$ cat src/rtl/mux_rr_arbiter_if.sv
// Request/grant/select bundle between the four mux requesters and the arbiter.
interface mux_rr_arbiter_if;
    logic [3:0] req;
    logic [3:0] gnt;
    logic       s1;
    logic       s2;
    logic       busy;

    modport master (output req, input gnt, s1, s2, busy);
    modport slave  (input req, output gnt, s1, s2, busy);
endinterface

$ cat src/rtl/mux_rr_arbiter.sv
// Round-robin arbiter driving the 4:1 mux selects, with bounded tenure per grant.
//   state | meaning
//   IDLE  | no grant; selects hold their last value
//   GRANT | one requester owns F; released on req drop or hold limit
module mux_rr_arbiter #(
    parameter int MAX_HOLD = 8
) (
    input  logic              clk,
    input  logic              rst,
    mux_rr_arbiter_if.slave   bus
);
    localparam int CW = $clog2(MAX_HOLD + 1);

    typedef enum logic {IDLE, GRANT} state_t;

    state_t        state;
    logic [1:0]    last;
    logic [CW-1:0] hold_cnt;
    logic [3:0]    gnt;
    logic          s1;
    logic          s2;
    logic          busy;

    logic [1:0]    win;
    logic [1:0]    cand;
    logic          release_now;

    // Scan from lowest to highest priority so the highest-priority hit is written last.
    always_comb begin
        win  = last;
        cand = last;
        for (int k = 4; k >= 1; k--) begin
            cand = last + 2'(k);
            if (bus.req[cand]) win = cand;
        end
    end

    assign release_now = !bus.req[last] || (hold_cnt == CW'(MAX_HOLD));

    always_ff @(posedge clk) begin
        if (rst) begin
            state    <= IDLE;
            last     <= 2'd3;
            hold_cnt <= '0;
            gnt      <= 4'b0000;
            s1       <= 1'b0;
            s2       <= 1'b0;
            busy     <= 1'b0;
        end else begin
            case (state)
                IDLE: begin
                    if (|bus.req) begin
                        state    <= GRANT;
                        last     <= win;
                        hold_cnt <= CW'(1);
                        gnt      <= 4'b0001 << win;
                        s1       <= win[1];
                        s2       <= win[0];
                        busy     <= 1'b1;
                    end
                end
                GRANT: begin
                    if (release_now) begin
                        if (|bus.req) begin
                            // Covers both handoff and re-grant of a lone timed-out owner.
                            last     <= win;
                            hold_cnt <= CW'(1);
                            gnt      <= 4'b0001 << win;
                            s1       <= win[1];
                            s2       <= win[0];
                        end else begin
                            state    <= IDLE;
                            hold_cnt <= '0;
                            gnt      <= 4'b0000;
                            busy     <= 1'b0;
                        end
                    end else begin
                        hold_cnt <= hold_cnt + CW'(1);
                    end
                end
                default: state <= IDLE;
            endcase
        end
    end

    assign bus.gnt  = gnt;
    assign bus.s1   = s1;
    assign bus.s2   = s2;
    assign bus.busy = busy;
endmodule
$ cat src/flat_wrapper.sv
// flat-port wrapper written by rule: the top's interface ports become plain ports
module mux_rr_arbiter_flat 
#(
    parameter int MAX_HOLD = 8
)
  (clk, rst, bus_req, bus_gnt, bus_s1, bus_s2, bus_busy);
  mux_rr_arbiter_if bus_i ();
  input  logic clk;
  input  logic rst;
  input wire logic [$bits(bus_i.req)-1:0] bus_req;
  output wire logic [$bits(bus_i.gnt)-1:0] bus_gnt;
  output wire logic [$bits(bus_i.s1)-1:0] bus_s1;
  output wire logic [$bits(bus_i.s2)-1:0] bus_s2;
  output wire logic [$bits(bus_i.busy)-1:0] bus_busy;
  assign bus_i.req = bus_req;
  assign bus_gnt = bus_i.gnt;
  assign bus_s1 = bus_i.s1;
  assign bus_s2 = bus_i.s2;
  assign bus_busy = bus_i.busy;
  mux_rr_arbiter #(.MAX_HOLD(MAX_HOLD)) u_core (.clk(clk), .rst(rst), .bus(bus_i));
endmodule
$ cat config.mk
export PLATFORM = sky130hd
export DESIGN_NAME = mux_rr_arbiter_flat
export DESIGN_NICKNAME = d
export VERILOG_FILES = /design/src/rtl/mux_rr_arbiter_if.sv /design/src/rtl/mux_rr_arbiter.sv /design/src/flat_wrapper.sv
export SDC_FILE = /design/constraint.sdc
export NUM_CORES = 1
export LEC_CHECK = 0
export ABC_AREA = 1
export BUFFER_PORTS_ARGS = -buffer_cell sky130_fd_sc_hd__buf_2
export CORE_MARGIN = 4
export CORE_UTILIZATION = 53
export CTS_CLUSTER_SIZE = 25
export DETAILED_ROUTE_END_ITERATION = 10
export PLACE_DENSITY = 0.86
export SLEW_MARGIN = 5
export SYNTH_ARGS = -nofsm -noshare
export SYNTH_HDL_FRONTEND = slang
export SYNTH_SLANG_ARGS = --single-unit
$ cat constraint.sdc
create_clock -name clk -period 1.75 [get_ports clk]
set_input_delay 0.0875 -clock clk [delete_from_list [all_inputs] [get_ports clk]]
set_output_delay 0.0875 -clock clk [all_outputs]
set_load 0.02 [all_outputs]
==> summary.md, run 1 <==
| Metric | Value |
|---|---|
| Status | `complete, no violations` |
| Total negative slack | `0 ns` |
| Pins Over Slew Limit | `0` |
| Setup slack, reg-to-reg | `0.22 ns` |
| Die Ht | `46.4 µm` |
| Post-synthesis compound-gate area fraction | `0.156` |
| Sequential share of the synthesized area | `0.360` |
| Simple-Gate Fraction of Synth Area | `0.345` |
| Die Span X | `46.4 µm` |
| Non-filler cells in the finished layout | `150` |
| Post-Route WL | `1.58 mm` |
| Worst-Margin Slew | `0.242 ns` |
| Post-CTS setup buffers | `0` |
| Post-Place Cells | `146` |
| Synth Area in XOR/XNOR | `0.0112` |
| Clk_lat worst skew | `0.28 ns` |
| Initial Utilization | `0.577` |
| Net Sw Frac | `0.461` |
| Number of I/O pins | `13` |
| # clock sinks | `14` |
| Sequential Power Share | `0.338` |
| Post-synthesis mux area share | `0` |
| Diode count | `0` |
| Cells after Synth | `121` |
| Post-Syn Area per Cell | `6.44 µm²` |
| Largest net degree at the start of global routing | `12` |
| Average wire per standard cell | `10.5 µm` |
| Total power | `1.44 mW` |
| Net Sw Power | `0.666 mW` |
| Clock power share | `0.158` |
| Synth Area in Adders | `0.0321` |
| Max FO, Critical Path | `11` |
| Row count | `13` |
| Vias in the first global route | `728` |
| H-tree depth | `1` |
| DR DRC count | `0` |
| Fin nets | `144` |
| Core area | `1350 µm²` |
| Die ar. | `2150 µm²` |
| Crit Path Class | `register to register` |
| Peak supply drop | `1.43 mV` |
| Vias/cell | `5.26` |
| PortBufs | `12` |
| Antenna Nets Post-Route | `0` |
| Via count | `789` |
| RSZ-0062 raised after global routing | `false` |
| Global-route wire length before repair | `2.79 mm` |
| Max Used Layer | `met4` |
| Metal-1 WL | `743 µm` |
| Layout Skew | `0.00103 ns` |
| Clock Pin Slew Worst Setup and Hold Paths | `0.08 ns` |
| Unique masters post-synth | `22` |
| Drt pass-1 iters | `4` |
| CP Launch Type | `register` |
| WL met2 | `714 µm` |
| Post-DP HPWL | `1.21 mm` |
| WL met3 | `81 µm` |
| Congestion Overflow GR | `0` |
| Relative slew slack | `0.838` |
| Largest family of logic cells by synthesized area | `simple AND/OR/NAND/NOR gates` |
| Layout cells sized above 1 | `0.215` |
| Area grow syn2layout | `13.5%` |
| Placer Congestion | `0.901` |
| Syn Nets | `129` |
| Internal power | `0.777 mW` |
| Initial DRC count | `23` |
| Pwr dens | `1630 nW/µm²` |
| Clk root buf | `clkbuf_4` |
| CTS tree | `yes` |
| Final setup fails | `0` |
| Initial antenna violation count | `0` |
| Fmax | `0.653 GHz` |
| Final hold viol count | `0` |
| Most frequent cells in the layout | `42 x nand2_1, 13 x dfxtp_1, 12 x inv_1, 12 x buf_2, 9 x nor2_1` |
| Synth Cell Area | `779 µm²` |
| Crit end category | `register` |
| Comb power frac | `0.504` |
| Total CTS buffers | `3` |
| Max cap viols | `0` |
| CP arrival | `1.71 ns` |
| Fin crit share | `0.875` |
| Clock tree buffer depth | `2` |
| Leakage Power | `0.469 nW` |
| Post-layout min period | `1.53 ns` |
| Min-delay worst type | `input port to register` |
| Yosys reg bits | `14` |
| Gr usage total | `0.185` |
| Synth warnings | `0` |
| WP data required | `1.93 ns` |
| Commonest non-fill, non-tap cell in the layout | `nand2_1` |
final cells by class:
cell class              count  area [µm²]
flip-flops and latches     14         282
clock buffers               4        36.3
well taps                  15        18.8
repair buffers             12        60.1
inverters                  17        63.8
multi-input cells          88         424
fillers                   114         465
worst max-delay path, stage by stage (launching register included):
cell and delay, ns:
dfxtp_2 0.43, inv_1 0.14, nand2_1 0.10, nand2_1 0.06, nand2_1 0.07, nand3_2 0.12, nand2_2 0.15, o21ai_0 0.10
o21ai_0 0.20, inv_1 0.06
per-stage QoR:
step | hold WS, ns | area, µm² | util | worst slack [ns]
after floorplan | 0.415 | 779 | - | 0.391
after global placement | 0.392 | 847 | 0.627 | 0.207
after detailed placement | 0.391 | 847 | 0.627 | 0.116
after CTS | 0.0934 | 883 | 0.654 | 0.0986
after global routing | 0.103 | 885 | 0.655 | 0.0286
final | 0.0919 | 885 | 0.655 | 0.218
cells by family (layout without fill, tap and decap cells):
group / after synthesis / count (layout)
xor gates and xnor gates: 1 / 1
AOI/OAI and AO/OA: 21 / 21
and+or+nand+nor: 64 / 64
buffers and inverters: 19 / 33
DFF: 14 / 14
adders and majority gates: 2 / 2
repair_timing:
item | 4_1_cts | 5_1_grt
hold buffers | 0 | 0
gates resized for setup | 0 | 1
endpoints found under the hold margin | 0 | 0
endpoints found under the setup margin | 0 | 9
synth_stat cells:
cell      number  share of area
ha_1           2          0.032
o21ai_1        2          0.013
nand2_2        3          0.024
inv_1         12          0.058
buf_4          1         0.0096
inv_2          4          0.019
o211ai_1       1         0.0096
dfxtp_1       14           0.36
nor2_1         9          0.043
xnor2_1        1          0.011
clkinv_1       1         0.0048
o21ai_2        1          0.011
nand2_1       42           0.20
a21oi_1        7          0.045
nand4_1        2          0.016
o21a_1         1         0.0096
nand3_1        6          0.039
buf_1          1         0.0048
nand3_2        1          0.013
a21oi_2        2          0.022
o21ai_0        7          0.045
nor2_2         1         0.0080
worst paths after layout:
path,endpoint,cells past startpoint,start
hold reg to reg,u_core.bus.gnt[2]$_SDFFE_PP0P_,2,u_core.bus.gnt[2]$_SDFFE_PP0P_
hold / removal,u_core.bus.gnt[0]$_SDFFE_PP0P_,2,rst
setup reg to reg,u_core.hold_cnt[0]$_SDFFE_PP0P_,9,u_core.last[0]$_SDFFE_PP1P_
setup / recovery,u_core.hold_cnt[0]$_SDFFE_PP0P_,9,u_core.last[0]$_SDFFE_PP1P_
layer usage:
| layer | global-route usage | up-vias |
|---|---|---|
| met4 | 0.136 | 0 |
| met1 | 0.218 | 353 |
| met2 | 0.294 | 23 |
| li1 | - | 408 |
| met3 | 0.0352 | 5 |
| met5 | 0 | - |
power groups by stage:
stage               logic (mW)  registers [mW]  clock network [mW]
finish                   0.728           0.488               0.228
global route             0.828           0.502               0.251
CTS                      0.725           0.483               0.233
detailed placement       0.714           0.490                   0
global placement         0.704           0.486                   0
floorplan                0.511           0.544                   0
state kept, by name (all words and copies together) (netlist names):
name,cells
u_core.bus.s1,1
u_core.bus.gnt,4
u_core.hold_cnt,4
u_core.state,1
u_core.last,2
u_core.bus.s2,1
u_core.bus.busy,1
No activity file was read; power rests on OpenSTA's default activity.
==> run 2, diff against run 1 <==
CORE_UTILIZATION = 55   (was 53)
CTS_BUF_LIST = sky130_fd_sc_hd__clkbuf_8   (was default)
CTS_CLUSTER_DIAMETER = 200   (was default)
PLACE_DENSITY = 0.88   (was 0.86)
==> run 2 against run 1 <==
Combinational power rose by 1%. Maximum frequency rose by 2.0%. Non-clock buffer count did not move. Highest routed layer unchanged. Critical path type unchanged. Utilization rose by 2.0 points. Critical path depth rose by 1. Final cell count fell by 0.67%. Total power rose by 3.2%.
==> summary.md, run 2 (synthesis results as in run 1) <==
| Metric | Value |
|---|---|
| Status | `complete, no violations` |
| Pins Over Slew Limit | `0` |
| WP data required | `1.93 ns` |
| Pwr dens | `1670 nW/µm²` |
| Peak supply drop | `1.21 mV` |
| Clk_lat worst skew | `0.24 ns` |
| Die ar. | `2080 µm²` |
| Placement Cell Area | `847 µm²` |
| Cell family with most CP delay | `simple AND/OR/NAND/NOR gates` |
| Clock tree buffer depth | `2` |
| Total CTS buffers | `3` |
| Antenna Nets Post-Route | `0` |
| Die Ht | `45.6 µm` |
| Commonest non-fill, non-tap cell in the layout | `nand2_1` |
| Crit path cell chain | `inv_1 -> nand2_1 -> nand3_1 -> nand3_1 -> nand2_1 -> nand2_1 -> nand2_1 -> nor2_2 -> nand2_1 -> a21oi_2` |
| Relative slew slack | `0.833` |
| CTS Hold Bufs | `0` |
| Leakage Power | `0.470 nW` |
| Post-CTS setup buffers | `0` |
| Initial antenna violation count | `0` |
| Worst Slack Setup Final | `0.248 ns` |
| Average wire per standard cell | `11.7 µm` |
| Placer Congestion | `0.882` |
| CP Buf/Inv Count | `1` |
| Vias/cell | `5.41` |
| Most used cell, CP | `nand2_1` |
| Area grow syn2layout | `14.1%` |
| Global-route wire length before repair | `3.06 mm` |
| Max Used Layer | `met4` |
| Dpl ws | `0.157 ns` |
| Vias in the first global route | `757` |
| Fin nets | `144` |
| Core area | `1320 µm²` |
| Post-DP HPWL | `1.24 mm` |
| CP arrival | `1.68 ns` |
| Post-cts sizing count | `0` |
| Total negative slack | `0 ns` |
| Metal-1 WL | `724 µm` |
| Min-delay worst type | `input port to register` |
| Design Area, Final | `890 µm²` |
| Diode count | `0` |
| H-tree depth | `1` |
| Crit Path Class | `register to register` |
| Drt pass-1 iters | `4` |
| Via count | `806` |
| Gr usage total | `0.199` |
| Post-Route WL | `1.75 mm` |
| Fin util | `0.675` |
| CP Launch Type | `register` |
| Critical path's largest stage delay | `0.42 ns` |
| Final hold viol count | `0` |
| Layout cells sized above 1 | `0.209` |
| Congestion Overflow GR | `0` |
| Crit end category | `register` |
| Largest registers | `u_core.bus.gnt: 4 flops, u_core.hold_cnt: 4 flops, u_core.last: 2 flops` |
| RSZ-0062 raised after global routing | `false` |
| Layout Skew | `0.00286 ns` |
| Most frequent cells in the layout | `42 x nand2_1, 13 x dfxtp_1, 12 x inv_1, 12 x buf_2, 9 x nor2_1` |
| Fin crit share | `0.858` |
| CTS tree | `yes` |
| Fmax | `0.666 GHz` |
| Clk root buf | `clkbuf_8` |
| # clock sinks | `14` |
| Initial Utilization | `0.592` |
| Die Span X | `45.6 µm` |
| PortBufs | `12` |
| DR DRC count | `0` |
| WL met2 | `866 µm` |
| Initial DRC count | `20` |
| Largest net degree at the start of global routing | `12` |
| Max FO, Critical Path | `11` |
| WL met3 | `95 µm` |
| Row count | `13` |
| CP max stage cell | `dfxtp_2` |
| Worst-Margin Slew | `0.251 ns` |
| Post-layout min period | `1.50 ns` |
| Total power | `1.49 mW` |
| Clock Pin Slew Worst Setup and Hold Paths | `0.05 ns` |
| Final setup fails | `0` |
| Number of I/O pins | `13` |
| Max cap viols | `0` |
-- run 2: changes by cell type in the layout (fill, tap and decap cells not counted) --
cell,before,now
clkbuf_8,1,3
clkbuf_4,3,0
-- run 2: path summary, 6_finish.rpt --
path / cells past startpoint / startpoint / slack (ns) / to
max reg2reg: 10 / u_core.last[0]$_SDFFE_PP1P_ / 0.25 / u_core.bus.gnt[0]$_SDFFE_PP0P_
max: 10 / u_core.last[0]$_SDFFE_PP1P_ / 0.25 / u_core.bus.gnt[0]$_SDFFE_PP0P_
min reg2reg: 2 / u_core.bus.gnt[2]$_SDFFE_PP0P_ / 0.46 / u_core.bus.gnt[2]$_SDFFE_PP0P_
min: 2 / rst / 0.14 / u_core.bus.gnt[1]$_SDFFE_PP0P_
-- run 2: worst register-to-register path, delay by kind of cell (launching register included) --
kind | cells | cell delay, ns
simple gates | 8 | 0.76
flops | 1 | 0.42
buf+inv | 1 | 0.14
compound gates | 1 | 0.12
-- run 2: routing by layer --
layer  track usage  vias up
li1              -      407
met1         0.240      368
met2         0.331       24
met3        0.0158        7
met4         0.135        0
met5             0        -
-- run 2: through the flow --
stage	cells	hold slack [ns]
final	149	0.144
after global routing	149	0.156
after CTS	149	0.140
after detailed placement	146	0.395
after global placement	146	0.393
after floorplan	121	0.415
-- run 2: where the power goes --
part / internal [mW] / total (mW) / leakage, nW / switching, mW
clock: 0.152 / 0.257 / 0.0216 / 0.105
combinational: 0.239 / 0.737 / 0.333 / 0.498
sequential: 0.413 / 0.496 / 0.115 / 0.0834
-- run 2: layout make-up --
cell class                 instances  area (µm²)
timing repair buffer              12        60.1
inverter                          17        63.8
multi-input combinational         88         424
fill                             107         428
tap                               15        18.8
sequential                        14         282
clock buffer                       3        41.3
